[src/rtl/inst_fetch_queue_pkg.sv]
// cpu_defs: shared reset vector, fetch FSM encoding and word transfer size
package cpu_defs;
    localparam logic [31:0] RESET_PC_DEF   = 32'hbfc00000;
    localparam logic [1:0]  INST_SIZE_WORD = 2'b10;
    typedef enum logic {
        S_IDLE = 1'b0,
        S_REQ  = 1'b1
    } state_t;
endpackage

[src/rtl/inst_fetch_queue_fifo.sv]
// fetch_fifo: synchronous ring FIFO with push/pop/clear and an occupancy count
module fetch_fifo #(
    parameter int WIDTH = 32,
    parameter int DEPTH = 4
) (
    input  logic                     clk,
    input  logic                     resetn,
    input  logic                     clear,
    input  logic                     push,
    input  logic                     pop,
    input  logic [WIDTH-1:0]         wdata,
    output logic [WIDTH-1:0]         rdata,
    output logic [$clog2(DEPTH):0]   count
);
    localparam int AW = $clog2(DEPTH);
    logic [WIDTH-1:0] mem [DEPTH];
    logic [AW:0]      wr_ptr;
    logic [AW:0]      rd_ptr;
    // pointers carry an extra wrap bit so full and empty differ; clear empties in one cycle
    always_ff @(posedge clk) begin
        if (!resetn || clear) begin
            wr_ptr <= '0;
            rd_ptr <= '0;
        end else begin
            wr_ptr <= wr_ptr + (AW+1)'(push);
            rd_ptr <= rd_ptr + (AW+1)'(pop);
        end
    end
    // storage is not reset; only entries between the pointers are ever read
    always_ff @(posedge clk) begin
        if (push) mem[wr_ptr[AW-1:0]] <= wdata;
    end
    assign rdata = mem[rd_ptr[AW-1:0]];
    assign count = wr_ptr - rd_ptr;
endmodule

[src/rtl/inst_fetch_queue.sv]
// inst_fetch_queue: IF fetch engine, credit-limited pipelined inst_sram requests, in-order
// {pc,inst} buffer to ID, redirect flush with drop of old-stream responses.
// Optional macro INST_FETCH_PERF_EN adds perf_drop_cnt / perf_stall_cnt outputs.
module inst_fetch_queue
    import cpu_defs::*;
#(
    parameter int          DEPTH    = 4,
    parameter logic [31:0] RESET_PC = RESET_PC_DEF
) (
    input  logic        clk,
    input  logic        resetn,
    input  logic        br_redirect,
    input  logic [31:0] br_target,
    input  logic        ex_flush,
    input  logic [31:0] ex_target,
    output logic        inst_sram_req,
    output logic        inst_sram_wr,
    output logic [1:0]  inst_sram_size,
    output logic [3:0]  inst_sram_wstrb,
    output logic [31:0] inst_sram_addr,
    output logic [31:0] inst_sram_wdata,
    input  logic        inst_sram_addr_ok,
    input  logic        inst_sram_data_ok,
    input  logic [31:0] inst_sram_rdata,
`ifdef INST_FETCH_PERF_EN
    output logic [31:0] perf_drop_cnt,
    output logic [31:0] perf_stall_cnt,
`endif
    output logic        fs_valid,
    input  logic        fs_ready,
    output logic [31:0] fs_pc,
    output logic [31:0] fs_inst
);
    localparam int              CW  = $clog2(DEPTH);
    localparam logic [CW+1:0]   LIM = (CW+2)'(DEPTH);
    state_t        state;
    state_t        state_nxt;
    logic [31:0]   fetch_pc;
    logic [31:0]   redir_pc;
    logic          redir_pend;
    logic [CW:0]   discard;
    logic [CW:0]   outstanding;
    logic [CW:0]   oq_cnt;
    logic [CW:0]   out_nxt;
    logic [CW:0]   oq_nxt;
    logic [31:0]   pcq_head;
    logic [63:0]   oq_head;
    logic [31:0]   target;
    logic          redirect;
    logic          issue;
    logic          keep;
    logic          pop_oq;
    logic          credit_nxt;
    logic          hold_req;

    assign inst_sram_wr    = 1'b0;
    assign inst_sram_size  = INST_SIZE_WORD;
    assign inst_sram_wstrb = 4'b0;
    assign inst_sram_wdata = 32'b0;
    assign inst_sram_addr  = fetch_pc;
    assign fs_pc           = oq_head[63:32];
    assign fs_inst         = oq_head[31:0];

    // pc of every accepted request; popped by each response, old-stream ones included
    fetch_fifo #(.WIDTH(32), .DEPTH(DEPTH)) u_pc_q (
        .clk(clk), .resetn(resetn), .clear(1'b0), .push(issue), .pop(inst_sram_data_ok),
        .wdata(fetch_pc), .rdata(pcq_head), .count(outstanding)
    );
    fetch_fifo #(.WIDTH(64), .DEPTH(DEPTH)) u_out_q (
        .clk(clk), .resetn(resetn), .clear(redirect), .push(keep), .pop(pop_oq),
        .wdata({pcq_head, inst_sram_rdata}), .rdata(oq_head), .count(oq_cnt)
    );

    // cycle events and next-cycle occupancy used for the credit decision
    always_comb begin
        redirect   = ex_flush | br_redirect;
        target     = ex_flush ? ex_target : br_target;
        issue      = (state == S_REQ) & inst_sram_addr_ok;
        hold_req   = (state == S_REQ) & ~inst_sram_addr_ok;
        keep       = inst_sram_data_ok & (discard == '0) & ~redirect;
        pop_oq     = fs_valid & fs_ready;
        out_nxt    = outstanding + (CW+1)'(issue) - (CW+1)'(inst_sram_data_ok);
        oq_nxt     = redirect ? '0 : oq_cnt + (CW+1)'(keep) - (CW+1)'(pop_oq);
        credit_nxt = ({1'b0, out_nxt} + {1'b0, oq_nxt}) < LIM;
    end

    // fsm state register
    always_ff @(posedge clk) begin
        if (!resetn) state <= S_IDLE;
        else         state <= state_nxt;
    end

    // an unaccepted request is held; otherwise request again whenever credit remains
    always_comb begin
        state_nxt = (hold_req | credit_nxt) ? S_REQ : S_IDLE;
    end

    // fsm outputs
    always_comb begin
        inst_sram_req = (state == S_REQ);
        fs_valid      = (oq_cnt != '0);
    end

    // fetch address, deferred redirect target and count of responses still to drop
    always_ff @(posedge clk) begin
        if (!resetn) begin
            fetch_pc   <= RESET_PC;
            redir_pc   <= '0;
            redir_pend <= 1'b0;
            discard    <= '0;
        end else begin
            if (redirect && hold_req) begin
                redir_pend <= 1'b1;
                redir_pc   <= target;
            end else if (redirect) begin
                fetch_pc   <= target;
                redir_pend <= 1'b0;
            end else if (issue) begin
                fetch_pc   <= redir_pend ? redir_pc : fetch_pc + 32'd4;
                redir_pend <= 1'b0;
            end
            discard <= redirect ? out_nxt
                     : discard + (CW+1)'(issue & redir_pend)
                               - (CW+1)'(inst_sram_data_ok & (discard != '0));
        end
    end

`ifdef INST_FETCH_PERF_EN
    // free-running wrap-around counters of dropped responses and starved ID cycles
    always_ff @(posedge clk) begin
        if (!resetn) begin
            perf_drop_cnt  <= '0;
            perf_stall_cnt <= '0;
        end else begin
            perf_drop_cnt  <= perf_drop_cnt + 32'(inst_sram_data_ok & ((discard != '0) | redirect));
            perf_stall_cnt <= perf_stall_cnt + 32'(fs_ready & ~fs_valid);
        end
    end
`endif

    a_dok_without_req: assert property (@(posedge clk) disable iff (!resetn)
        !(inst_sram_data_ok && outstanding == '0));
endmodule

[config.mk]
export PLATFORM = sky130hd
export DESIGN_NAME = inst_fetch_queue
export DESIGN_NICKNAME = d
export VERILOG_FILES = /design/src/rtl/inst_fetch_queue_pkg.sv /design/src/rtl/inst_fetch_queue_fifo.sv /design/src/rtl/inst_fetch_queue.sv
export SDC_FILE = /design/constraint.sdc
export NUM_CORES = 1
export LEC_CHECK = 0
export ABC_AREA = 1
export BUFFER_PORTS_ARGS = -buffer_cell sky130_fd_sc_hd__buf_2
export CAP_MARGIN = 20
export CELL_PAD_IN_SITES_DETAIL_PLACEMENT = 2
export CELL_PAD_IN_SITES_GLOBAL_PLACEMENT = 2
export CORE_MARGIN = 8
export CORE_UTILIZATION = 38
export CTS_BUF_LIST = sky130_fd_sc_hd__clkbuf_16
export CTS_CLUSTER_SIZE = 20
export DETAILED_ROUTE_END_ITERATION = 10
export PLACE_DENSITY_LB_ADDON = 0.1
export SYNTH_ARGS = -nofsm -noshare
export SYNTH_HDL_FRONTEND = slang
export SYNTH_SLANG_ARGS = --single-unit
[constraint.sdc]
create_clock -name clk -period 9 [get_ports clk]
set_input_delay 0.9 -clock clk [delete_from_list [all_inputs] [get_ports clk]]
set_output_delay 0.9 -clock clk [all_outputs]
set_load 0.01 [all_outputs]
# Yosys cells after proc, flatten, opt, wreduce, memory -nomap -nowiden

Memories as Yosys holds them, arrays and structs flattened. A register that Yosys moved wholly into a read port is not among the register bits.
Cells that the tools add are included.

Memory bits (writable): 384
Bits in read-only memories: 0
Output and inout port bits: 137
Word-level logic and storage cells: 63
Memories: 2
Bits of input ports: 103
Flip-flop bits (word level): 81
Bits in latches: 0

Memory list:

| memory      | depth | bits a word | read ports | clocked after Yosys merged registers in | wr ports | line                        | source |
|---|---|---|---|---|---|---|---|
| u_out_q.mem | 4     | 64          | 1          | 1                                       | 1        | inst_fetch_queue_fifo.sv:16 | `logic [WIDTH-1:0] mem [DEPTH];` |
| u_pc_q.mem  | 4     | 32          | 1          | 1                                       | 1        | inst_fetch_queue_fifo.sv:16 |  |

Mux-type cells: 16
$mul: 0
Bitwise logic cells: 12
Eq/ne operators: 0
Magnitude comparators: 1
Reductions and logical operators: 9
Shifts and indexed selects: 0
Div/mod/pow operators: 0
Add/sub/neg operators: 14

Operators by type and width:

| kind                  | count |
|---|---|
| $mux 32               | 4 |
| $add 32x3->32 const B | 1 |
| $add 3x1->3           | 7 |
| $reduce_bool 3->1     | 3 |
| $sub 3x1->3           | 3 |
| $mux 1                | 8 |
| $and 1x1->1           | 7 |
| $mux 3                | 2 |
| $sub 3x3->3           | 2 |
| $add 3x3->4           | 1 |
| $lt 4x3->1 const B    | 1 |
| $mux 2                | 2 |
| $logic_not 3->1       | 1 |
| $not 1->1             | 3 |
| $or 1x1->1            | 2 |
| $reduce_and 2->1      | 1 |
| $reduce_bool 2->1     | 1 |
| $logic_and 1x1->1     | 1 |
| $logic_not 1->1       | 1 |
| $logic_or 1x1->1      | 1 |

# Longest topological paths before layout

Depth after elaboration: 10
Depth in mapped cells: 21
Mapped depth without buffers: 21

# By module

From an unflattened synthesis, not the netlist that was laid out.

Cells, all modules: 2,336
Area, all modules: 21,729.6 um2

Modules (own cells, without submodules):

| module                | cells each | sequential area each (um2) | area each (um2) | instances |
|---|---|---|---|---|
| fetch_fifo at u_out_q | 1,047      | 7,807.5                    | 11,064.4        | 1 |
| fetch_fifo at u_pc_q  | 546        | 3,963.8                    | 5,745.5         | 1 |
| inst_fetch_queue      | 743        | 1,381.3                    | 4,919.7         | 1 |

# Worst setup path after synthesis

Ideal clock, no wire load.

Path kind: in2reg
Start: in ex_flush
End: mem u_out_q.mem[0][0], enable pin
Arrival: 5.951 ns
Stages: 5
Path slack: 2.483 ns
Required time: 8.435 ns
Buffers on the path: 2
Setup time: 0.565 ns
Cells stage by stage: buf_4 nor2_8 buf_2 nand3_1 nor3_1

Word-level cells in the longest chain between the ends: 5

RTL lines:

| item                         | line                        | source |
|---|---|---|
| start, declared              | inst_fetch_queue.sv:14      | `input logic ex_flush,` |
| $or 1x1->1                   | inst_fetch_queue.sv:76      | `redirect = ex_flush \| br_redirect;` |
| $not 1->1                    | inst_fetch_queue.sv:80      | `keep = inst_sram_data_ok & (discard == '0) & ~redirect;` |
| $and 1x1->1                  | inst_fetch_queue.sv:80      |  |
| $mux 1                       | inst_fetch_queue_fifo.sv:31 | `if (push) mem[wr_ptr[AW-1:0]] <= wdata;` |
| $mux 1 (implied by the code) | inst_fetch_queue_fifo.sv:31 |  |
| end, declared                | inst_fetch_queue_fifo.sv:16 |  |

Every way passes these cells.

==> qor.yml <==
synth:
  yosys_most_used_dff: "edfxtp_1"
  seq_area_frac_synth_pct: 67.6
  async_flop_share_pct: 0
  synth_top_area_cell: "edfxtp_1"
  synth_top_area_share_pct: 59.3
  synth-edff-count: 384
  avgSynthCellArea_um2: 11.2
  netlist_area_um2: 19500
  ys_ff_latch: 465
  synth_area_leaders: "edfxtp_1, dfxtp_1, nor2_1, o21ai_0, o22ai_1"
  ys_warn_count: 0
  synthCells: 1736
  ys_types: 35
pwr:
  irDropWorstVdd_uv: 131
  net-switching-power_uw: 1200
  p_int_uw: 3640
  power_frac_seq_pct: 51.5
  netSwitchingFraction_pct: 24.9
  p_per_area_nw_per_um2: 215
  comb_power_share_pct: 7.9
  leakage_uw: 0.00836
  pwr-share-clk_pct: 40.5
drt:
  vias: 13600
  routed_wl_mm: 59.8
  ant_nets: 0
  drt_iter0_drc: 587
  vias_per_cell: 5.18
  wire_per_inst_um: 22.8
  dr.pass1.iters: 4
  drc: 0
finish:
  final_cell_mix: "edfxtp_1, nor2_1, o21ai_0"
  drive_gt1_share_pct: 15.9
  postLayoutCellArea_um2: 22500
  syn2layout_area_growth_pct: 15.6
  multi_input_area_um2: 5520
  n_antenna_cell: 0
  nets: 2039
  final_common_cell: "edfxtp_1"
  seq_area_um2: 13200
  fin_cells: 2628
  nFillCells: 5244
grt:
  grt_max_degree: 97
  grt_pass1_wl_mm: 93.2
  grt-ovfl-total: 0
  antenna_found_initial: 0
  track_usage_pct: 20.1
  grt_pass1_vias: 15600
place:
  dpl.cell_count: 2538
  io_buffers: 200
  gp_congestion: 0.801
  dpl.hpwl_mm: 39.3
  place_ws_ns: 4.72
  dpl_cell_area_um2: 21000
floorplanning:
  initial_core_util_pct: 38.2
  fp.dieArea_um2: 58700
  boundaryPins: 240
  rows: 83
  fp.coreArea_um2: 51000
  die_h_um: 242
  die_w_um: 242
clock_tree:
  cts_made_buffers: 52
  postCtsHoldBufs: 0
  clk_latency_ns: 0.60
  cts_tree: "yes"
  path_clk_slew_ns: 0.06
  ctsResizeCount: 0
  clkSinkCount: 465
  cts_setup_buffers: 0
  clk_path_buf_depth: 3
  htreeDepth: 2
  cts-root-buf: "clkbuf_16"
sta:
  tightestPinTransition_ns: 1.09
  slew_violations: 0
  max_freq_mhz: 243
  skew_ns: 0.0241
  setup_ws_ns: 4.88
  hold_violations: 0
  min_period_ns: 4.12
  hold_ws_ns: 0.466
  fin_crit_sh_pct: 45.8
  relSlewSlack_pct: 27.6
  setup_viol: 0
  rsz0062_at_grt: "no"
  tns_ns: 0
setup_path:
  timing.critical_path.from: "u_out_q.rd_ptr[0]$_SDFF_PP0_"
  crit_arrival_ns: 3.22
  worstSetupStartpointType: "flop"
  r2r-start: "u_out_q.rd_ptr[0]$_SDFF_PP0_"
  crit_fanout: 96
  crit_path_top_delay_cell: "dfxtp_4"
  endpoint_kind: "primary output"
  setup.worst_path.class: "flop to primary output"
  cp_slowest_stage_delay_ns: 0.71
  cp.required_ns: 8.10
  crit_chain: "clkinv_2, buf_4, o21ai_0, o22ai_1, buf_2"
worst_hold_path:
  hold_start: "redir_pc[5]$_SDFFE_PN0P_"
  hp-class: "flop to flop"
run:
  drv_cap: 0
run_status:
  status: "completed"
cell families (layout without fill, tap and decap cells):
kind of cell,Yosys count,count (layout),synth area share [%]
flops,465,465,67.6
simple gates,588,588,11.9
other cells,2,39,0.0386
mux,29,29,1.50
fa+ha+maj,24,24,1.74
xor+xnor,14,14,0.630
compound gates,408,408,11.7
buf+inv,206,381,4.93
routing by layer:
layer,vias to the layer above,GRT usage [%],part of all wire [%]
met5,-,0,0
met4,0,5.55,2.2
met3,78,3.11,3.4
met2,267,35.8,51
met1,6846,25.1,44
li1,6411,-,-
flip-flops by register name, summed over array words and instances, names as in the netlist:
name,cells
redir_pend,1
u_out_q.wr_ptr,3
u_pc_q.wr_ptr,3
u_pc_q.rd_ptr,3
u_pc_q.mem,128
inst_sram_req,1
discard,3
redir_pc,32
inst_sram_addr,32
u_out_q.mem,256
u_out_q.rd_ptr,3
power groups by stage:
stage	Combinational [uW]	Clock, uW	Sequential [uW]
finish	385	1960	2500
global route	434	2100	2500
CTS	394	2010	2500
detailed placement	392	0	2540
global placement	368	0	2540
floorplan	235	0	2510
through the flow:
step	total power [uW]	utilization (%)
2_1_floorplan	2750	-
4_1_cts	4900	44.1
3_3_place_gp	2900	41.1
5_1_grt	5040	44.1
3_5_place_dp	2930	41.1
6_report	4840	44.1
worst max-delay path, delay by kind of cell (launching register included):
kind                   cells  cell delay [ns]
DFF                        1             0.71
buffers and inverters      3             1.35
AOI/OAI and AO/OA          2             0.48
synth_stat cells, types with 4 or more instances:
cell,instances
clkbuf_1,66
nor3_1,11
a21oi_1,42
dfxtp_1,81
fa_1,5
edfxtp_1,384
nand2_1,159
ha_1,19
o22ai_1,97
buf_2,23
nand3_1,40
inv_1,67
mux2i_1,28
o21ai_0,232
a211oi_1,30
buf_4,42
buf_1,4
xor2_1,5
xnor2_1,9
nor2_1,369
path summary, 6_finish.rpt:
kind	depth (start not counted)	to	slack (ns)
worst max-delay path	5	fs_inst[14]	4.88
worst min register to register	2	redir_pc[5]$_SDFFE_PN0P_	0.47
worst max register to register	20	inst_sram_req$_SDFF_PN0_	5.08
worst min-delay path	2	redir_pc[5]$_SDFFE_PN0P_	0.47
cell type report:
| type | instances | area share, % |
|---|---|---|
| Sequential cell | 465 | 58.5 |
| Multi-Input combinational cell | 1102 | 24.6 |
| Clock buffer | 52 | 5.78 |
| Timing Repair Buffer | 220 | 5.12 |
| Tap cell | 680 | 3.78 |
| Inverter | 71 | 1.19 |
| Clock inverter | 38 | 1.08 |
Note: power is estimated with default switching activity, not from simulation.
